**src/rtl/arb_pkg.sv**
```systemverilog
// Shared constants and types for the round-robin index arbiter.
package arb_pkg;

  localparam int unsigned NUM_REQ         = 8;
  localparam int unsigned IDX_W           = 3;
  localparam int unsigned DEFAULT_TIMEOUT = 15;

  typedef enum logic {
    IDLE,
    GRANT
  } state_e;

endpackage

```
**src/rtl/rr_pick.sv**
```systemverilog
// Rotating-priority search: first set req bit starting just after ptr, wrapping.
module rr_pick
  import arb_pkg::*;
(
  input  logic [NUM_REQ-1:0] req,
  input  logic [IDX_W-1:0]   ptr,
  output logic [IDX_W-1:0]   idx,
  output logic               any
);

  logic [IDX_W-1:0] cand;

  // Walk from farthest (ptr itself) to nearest (ptr+1) so the nearest hit wins.
  always_comb begin
    idx  = '0;
    any  = 1'b0;
    cand = '0;
    for (int k = NUM_REQ; k >= 1; k--) begin
      cand = ptr + IDX_W'(k);
      if (req[cand]) begin
        idx = cand;
        any = 1'b1;
      end
    end
  end

endmodule

```
**src/rtl/rr_index_arbiter.sv**
```systemverilog
// 8-requester round-robin arbiter emitting the winner as index bits a/b/c.
// Optional forced release after TIMEOUT grant cycles when ARB_TIMEOUT_EN is defined.
module rr_index_arbiter
  import arb_pkg::*;
#(
  parameter int unsigned TIMEOUT = DEFAULT_TIMEOUT,
  parameter int unsigned TO_W    = 4
) (
  input  logic               clk,
  input  logic               rst,
  input  logic [NUM_REQ-1:0] req,
  input  logic               done,
  output logic               a,
  output logic               b,
  output logic               c,
  output logic               valid,
  output logic               timeout
);

  state_e           state_q, state_d;
  logic [IDX_W-1:0] idx_q, idx_d;
  logic [IDX_W-1:0] ptr_q, ptr_d;
  logic [IDX_W-1:0] pick_idx;
  logic             pick_any;
  logic             rel;
  logic             force_rel;
  logic             timeout_q;

  rr_pick u_pick (
    .req (req),
    .ptr (ptr_q),
    .idx (pick_idx),
    .any (pick_any)
  );

  // done and a dropped request together are still one release.
  assign rel = (state_q == GRANT) && (done || !req[idx_q]);

`ifdef ARB_TIMEOUT_EN
  logic [TO_W-1:0] cnt_q, cnt_d;
  logic            timeout_d;

  assign force_rel = (state_q == GRANT) && !rel && (cnt_q == TO_W'(TIMEOUT - 1));

  always_comb begin
    cnt_d     = (state_q == GRANT) ? cnt_q + 1'b1 : '0;
    timeout_d = force_rel;
  end

  always_ff @(posedge clk or posedge rst) begin
    if (rst) begin
      cnt_q     <= '0;
      timeout_q <= 1'b0;
    end else begin
      cnt_q     <= cnt_d;
      timeout_q <= timeout_d;
    end
  end
`else
  logic unused_cfg;
  assign unused_cfg = ^{TIMEOUT, TO_W};
  assign force_rel  = 1'b0;
  assign timeout_q  = 1'b0;
`endif

  always_ff @(posedge clk or posedge rst) begin
    if (rst) begin
      state_q <= IDLE;
      idx_q   <= '0;
      ptr_q   <= IDX_W'(NUM_REQ - 1);
    end else begin
      state_q <= state_d;
      idx_q   <= idx_d;
      ptr_q   <= ptr_d;
    end
  end

  always_comb begin
    state_d = state_q;
    idx_d   = idx_q;
    ptr_d   = ptr_q;
    unique case (state_q)
      IDLE: begin
        if (pick_any) begin
          state_d = GRANT;
          idx_d   = pick_idx;
        end
      end
      GRANT: begin
        if (rel || force_rel) begin
          state_d = IDLE;
          ptr_d   = idx_q;
        end
      end
    endcase
  end

  always_comb begin
    {a, b, c} = idx_q;
    valid     = (state_q == GRANT);
    timeout   = timeout_q;
  end

endmodule

```
**config.mk**
```make
export PLATFORM = sky130hd
export DESIGN_NAME = rr_index_arbiter
export DESIGN_NICKNAME = d
export VERILOG_FILES = /design/src/rtl/arb_pkg.sv /design/src/rtl/rr_pick.sv /design/src/rtl/rr_index_arbiter.sv
export SDC_FILE = /design/constraint.sdc
export NUM_CORES = 1
export LEC_CHECK = 0
export CAP_MARGIN = 40
export CORE_UTILIZATION = 53
export DETAILED_ROUTE_END_ITERATION = 16
export GPL_ROUTABILITY_DRIVEN = 0
export PLACE_DENSITY = 0.77
export SLEW_MARGIN = 20
export SYNTH_ARGS = -nofsm -noshare
export SYNTH_HDL_FRONTEND = slang
export SYNTH_HIERARCHICAL = 1
export SYNTH_SLANG_ARGS = --single-unit
```
**constraint.sdc**
```tcl
create_clock -name clk -period 4.2 [get_ports clk]
set_input_delay 1.26 -clock clk [delete_from_list [all_inputs] [get_ports clk]]
set_output_delay 1.26 -clock clk [all_outputs]
set_load 0.005 [all_outputs]
```
[Word-level counts from Yosys, hierarchy flattened]
Cells that the tools add are included.
Word-level totals
  flip-flop bits (word level): 7
  bits of input ports: 11
  output and inout bits: 5
  logic and storage cells: 62
Operators by class
  add/subtract/negate cells: 7
  magnitude comparators: 9
  multiplexer cells: 37
  bitwise gates (word level): 1
  reduce and logical (&&, ||, !) cells: 5
Operators by type and width (count)
  $lt 3x4->1 const B: 9
  $bmux 1 s3: 9
  $mux 3: 8
  $mux 1: 19
  $add 3x3->3 const B: 4
  $add 3x2->3 const B: 2
  $reduce_and 2->1: 2
  $add 3x1->3 const B: 1
  $pmux 1 s2: 1
  $logic_and 1x1->1: 1
  $logic_not 1->1: 1
  $logic_or 1x1->1: 1
  $not 1->1: 1

[Longest topological paths before layout]
  depth in word-level cells: 12
  depth in mapped cells: 12
  depth with buffers taken out: 9

[Modules after synthesis]
Netlist, hierarchy kept.
Modules (own cells, without submodules)
  rr_pick: instances 1, cells each 77, area an instance 674.4 µm², sequential area each 0.0 µm²
  rr_index_arbiter: instances 1, cells each 31, area an instance 366.6 µm², sequential area each 178.9 µm²

[Least setup slack after synthesis]
OpenSTA, ideal clock, no wires.
  kind: flip-flop to flip-flop
  start point: reg ptr_q[1]
  end point: reg idx_q[0]
  setup time: 128 ps
  arrival: 3060 ps
  data required time: 4072 ps
  setup slack: 1012 ps
  cell stages (with the launch flop): 11
  buffers on the path: 2
  period minus slack after synthesis: 3188 ps
  cells stage by stage: dfstp_2 clkbuf_1 inv_1 ha_1 buf_6 mux4_2 mux2_4 or3_1 o311ai_1 a31oi_1 mux2_1
On the way
  elaborated cells on any way between the ends: 40
  those cells by class: 7 x add/sub; 32 x mux; 1 x reduce/logical
RTL lines
  from (decl): line rr_index_arbiter.sv:22  | logic [IDX_W-1:0] ptr_q, ptr_d;
  from (signal assigned): line rr_index_arbiter.sv:70  | ptr_q <= IDX_W'(NUM_REQ - 1);
  from (signal assigned): line rr_index_arbiter.sv:74  | ptr_q <= ptr_d;
  $add 3x3->3 / $bmux 1 s3 (equally long branches): line rr_pick.sv:19, rr_pick.sv:20
  $bmux 1 s3 / $mux 1 (equally long branches): line rr_pick.sv:20  | if (req[cand]) begin
  $mux 1 (not written as such) / $mux 3 (equally long branches): line rr_pick.sv:20
  $mux 3 (6 in a row): line rr_pick.sv:20
  $mux 3 *: line rr_pick.sv:20
  via pick_idx[0]: line rr_index_arbiter.sv:23  | logic [IDX_W-1:0] pick_idx;
  to (signal assigned): line rr_index_arbiter.sv:73  | idx_q <= idx_d;
  to (decl): line rr_index_arbiter.sv:21  | logic [IDX_W-1:0] idx_q, idx_d;
The timed path passes the listed nets; every way through them passes the cells marked *. The select of a mux whose other input is x is not followed.
A chain may end at the register's enable or synchronous reset.

[Worst setup path after layout]
  start point: in req[5]
  end point: reg idx_q[0]
On the way
  elaborated cells on any way between the ends: 33
  those cells by class: 32 x mux; 1 x reduce/logical
RTL lines
  from (decl): line rr_index_arbiter.sv:11  | input logic [NUM_REQ-1:0] req,
  $bmux 1 s3: line rr_pick.sv:20
  $mux 1 (not written as such): line rr_pick.sv:20
  $mux 3 (7 in a row): line rr_pick.sv:20
  $mux 3 *: line rr_pick.sv:20
  via pick_idx[0]: line rr_index_arbiter.sv:23
Marked as above.

==> impl_metrics.env <==
export IMPL_drv_cap=0
export IMPL_io_buffers=14
export IMPL_seqCellArea_sq_um=178.9
export IMPL_fin_setup_tns_ns=0
export IMPL_required_ns=4.33
export IMPL_initial_utilization=0.5839
export IMPL_synth_top_area_cell="mux4_2"
export IMPL_multiInputGateArea_sq_um=785.8
export IMPL_grtUsageMet3=0.06667
export IMPL_fin_crit_ns=3.526
export IMPL_crit_path_max_fanout=7
export IMPL_cts_root_buf="clkbuf_4"
export IMPL_slowest_stage="mux4_2"
export IMPL_grt_pass1_vias=835
export IMPL_firstDrtPassIters=4
export IMPL_cp_end_kind="flip-flop"
export IMPL_gr_usage_all_layers=0.2579
export IMPL_drt_iter0_drc=38
export IMPL_avgSynthCellArea_sq_um=9.639
export IMPL_skew_ns=0.002551
export IMPL_grt_remaining_overflow=0
export IMPL_cts_buffers=3
export IMPL_cts_resized=0
export IMPL_die_width_um=46.32
export IMPL_fillerInstances=140
export IMPL_grt_busiest_layer="met2"
export IMPL_dieArea_sq_mm=0.002146
export IMPL_rows=15
export IMPL_arrival_ns=3.66
export IMPL_setup_viol=0
export IMPL_synth_top_family_by_area="multiplexers"
export IMPL_max_freq_ghz=0.2836
export IMPL_max_stage_delay_ns=0.55
export IMPL_slew_headroom=0.5956
export IMPL_vias=919
export IMPL_drc=0
export IMPL_critPathBufInv=1
export IMPL_synthArstFlopShare=1.000
export IMPL_synth_seq_cells=7
export IMPL_yosys_top_cells_area="mux4_2, dfrtp_1, dfstp_2"
export IMPL_status="finished, final reports clean"
export IMPL_area_growth_pct=14.18
export IMPL_slew_violations=0
export IMPL_yosys_area_share_simple=0.1370
export IMPL_cts_sinks=7
export IMPL_clkLatencyLatePin_ns=0.25
export IMPL_clk_pin_slew_ns=0.05
export IMPL_antenna_found_initial=0
export IMPL_critical_path_class="in -> reg"
export IMPL_clk_path_buf_depth=2
export IMPL_die_h_um=46.32
export IMPL_hold_violations=0
export IMPL_syn_area_sq_mm=0.001041
export IMPL_final_antenna_net_count=0
export IMPL_nNetsFinal=134
export IMPL_critical_path_top_delay_family="multiplexers"
export IMPL_synth_seq_area_share=0.1719
export IMPL_ys_types=42
export IMPL_grt_pass1_wl_um=3864
export IMPL_synth_top_area_share=0.1947
export IMPL_ys_flop_type="dfrtp_1"
export IMPL_min_path_type="reg -> reg"
export IMPL_synth_cells=108
export IMPL_syn_nets=121
export IMPL_drt_total_wl_um=2298
export IMPL_synth_edf_count=0
export IMPL_critPathLaunchType="input port"
export IMPL_antenna_cells=0
export IMPL_wl_per_cell_um=15.85
export IMPL_post_cts_buffers=0
export IMPL_fin_crit_sh=0.8395
export IMPL_synthXorXnorAreaFrac=0.02524
export IMPL_dp_hpwl_um=1780
export IMPL_met1_usage=0.3619
export IMPL_synthAdderAreaFrac=0.02404
export IMPL_synth_compound_area_frac=0.1791
export IMPL_tightest_slew_ns=0.6046
export IMPL_grt_max_degree=17
export IMPL_cts_tree="yes"
export IMPL_viasPerCell=6.338
export IMPL_grtUsageMet2=0.4000
export IMPL_pin_count=16
export IMPL_rsz0062_at_grt="no"
export IMPL_drive_gt1_frac=0.2250
export IMPL_cts_hold_buf=0
export IMPL_synth_area_mux_share=0.3858
export IMPL_htree_levels=1
export IMPL_core_area_sq_mm=0.001783
export IMPL_synth_warnings=6
export IMPL_path_cells="clkdlybuf4s50_1 -> mux4_2 -> mux2_4 -> or3_1 -> o311ai_1 -> a31oi_1 -> mux2_1"
[through the flow]
stage / setup WS (ns) / hold slack (ns) / instance area (sq um) / instances / utilization
global route: 0.5450 / 0.5791 / 1189 / 145 / 0.6667
finish: 0.6740 / 0.5642 / 1189 / 145 / 0.6667
CTS: 0.6647 / 0.5482 / 1189 / 145 / 0.6667
detailed placement: 0.3959 / 0.5502 / 1162 / 141 / 0.6519
global placement: 0.4746 / 0.5373 / 1162 / 141 / 0.6519
floorplan: 1.012 / 0.4953 / 1041 / 108 / -
[Yosys cell counts, drive strengths merged (2+ instances only)]
library cell	count
a221oi	2
mux2	12
o21ai	7
inv	7
dfrtp	4
a21o	2
nor2b	2
xor2	2
or3	2
a31oi	4
ha	2
buf	5
a21oi	5
nand3	3
a211oi	3
dfstp	3
nand2	5
nor3	2
nor2	5
mux2i	6
nand2b	3
mux4	9
[area by class of cell]
| type | count | area share |
|---|---|---|
| repair buffers | 14 | 0.1179 |
| clock buffers | 4 | 0.02211 |
| inverters | 7 | 0.02211 |
| multi-input cells | 88 | 0.6611 |
| well taps | 25 | 0.02632 |
| flip-flops and latches | 7 | 0.1505 |
[flip-flops by register name, indices dropped and copies added (netlist names)]
signal  flops
idx_q       3
valid       1
ptr_q       3
[path summary, 6_finish.rpt]
path	start	to	slack, ns	depth (start not counted)
max	req[5]	idx_q[0]$_DFFE_PP0P_	0.67	7
min	valid$_DFF_PP0_	ptr_q[2]$_DFFE_PP1P_	0.56	1
max reg2reg	ptr_q[0]$_DFFE_PP1P_	idx_q[0]$_DFFE_PP0P_	0.77	8
min reg2reg	valid$_DFF_PP0_	ptr_q[2]$_DFFE_PP1P_	0.56	1
max in group asynchronous	rst	ptr_q[0]$_DFFE_PP1P_	2.70	2
min in group asynchronous	rst	idx_q[2]$_DFFE_PP0P_	1.23	2
[layer usage]
| layer | vias to the layer above | share of wire |
|---|---|---|
| li1 | 439 | - |
| met1 | 443 | 0.46 |
| met2 | 37 | 0.48 |
| met3 | 0 | 0.057 |
| met4 | 0 | 0 |
| met5 | - | 0 |
[cells by family (layout without fill, tap and decap cells)]
kind of cell,after synthesis,in the layout
compound gates,28,28
mux,27,27
simple gates,27,27
buf+inv,13,25
flops,7,7
xor+xnor,3,3
fa+ha+maj,2,2
other cells,1,1
[layout by cell type (no fill, tap or decap), types with 2 or more instances in the layout]
cell             synthesis  layout
clkdlybuf4s50_1          0      14
mux4_2                   9       9
inv_1                    7       7
mux2_2                   7       7
mux2i_1                  6       6
o21ai_0                  6       6
a21oi_1                  5       5
nand2_1                  5       5
mux2_1                   4       4
nor2_1                   4       4
a31oi_1                  4       4
dfrtp_1                  4       4
nand2b_1                 3       3
clkbuf_4                 0       3
dfstp_2                  3       3
a211oi_1                 3       3
nand3_1                  3       3
nor2b_1                  2       2
a21o_1                   2       2
xor2_1                   2       2
nor3_1                   2       2
a221oi_1                 2       2
ha_1                     2       2
Power is left out: the tool's default activity adds up to more than one toggle a clock period on the data nets, which glitch-free logic cannot reach.
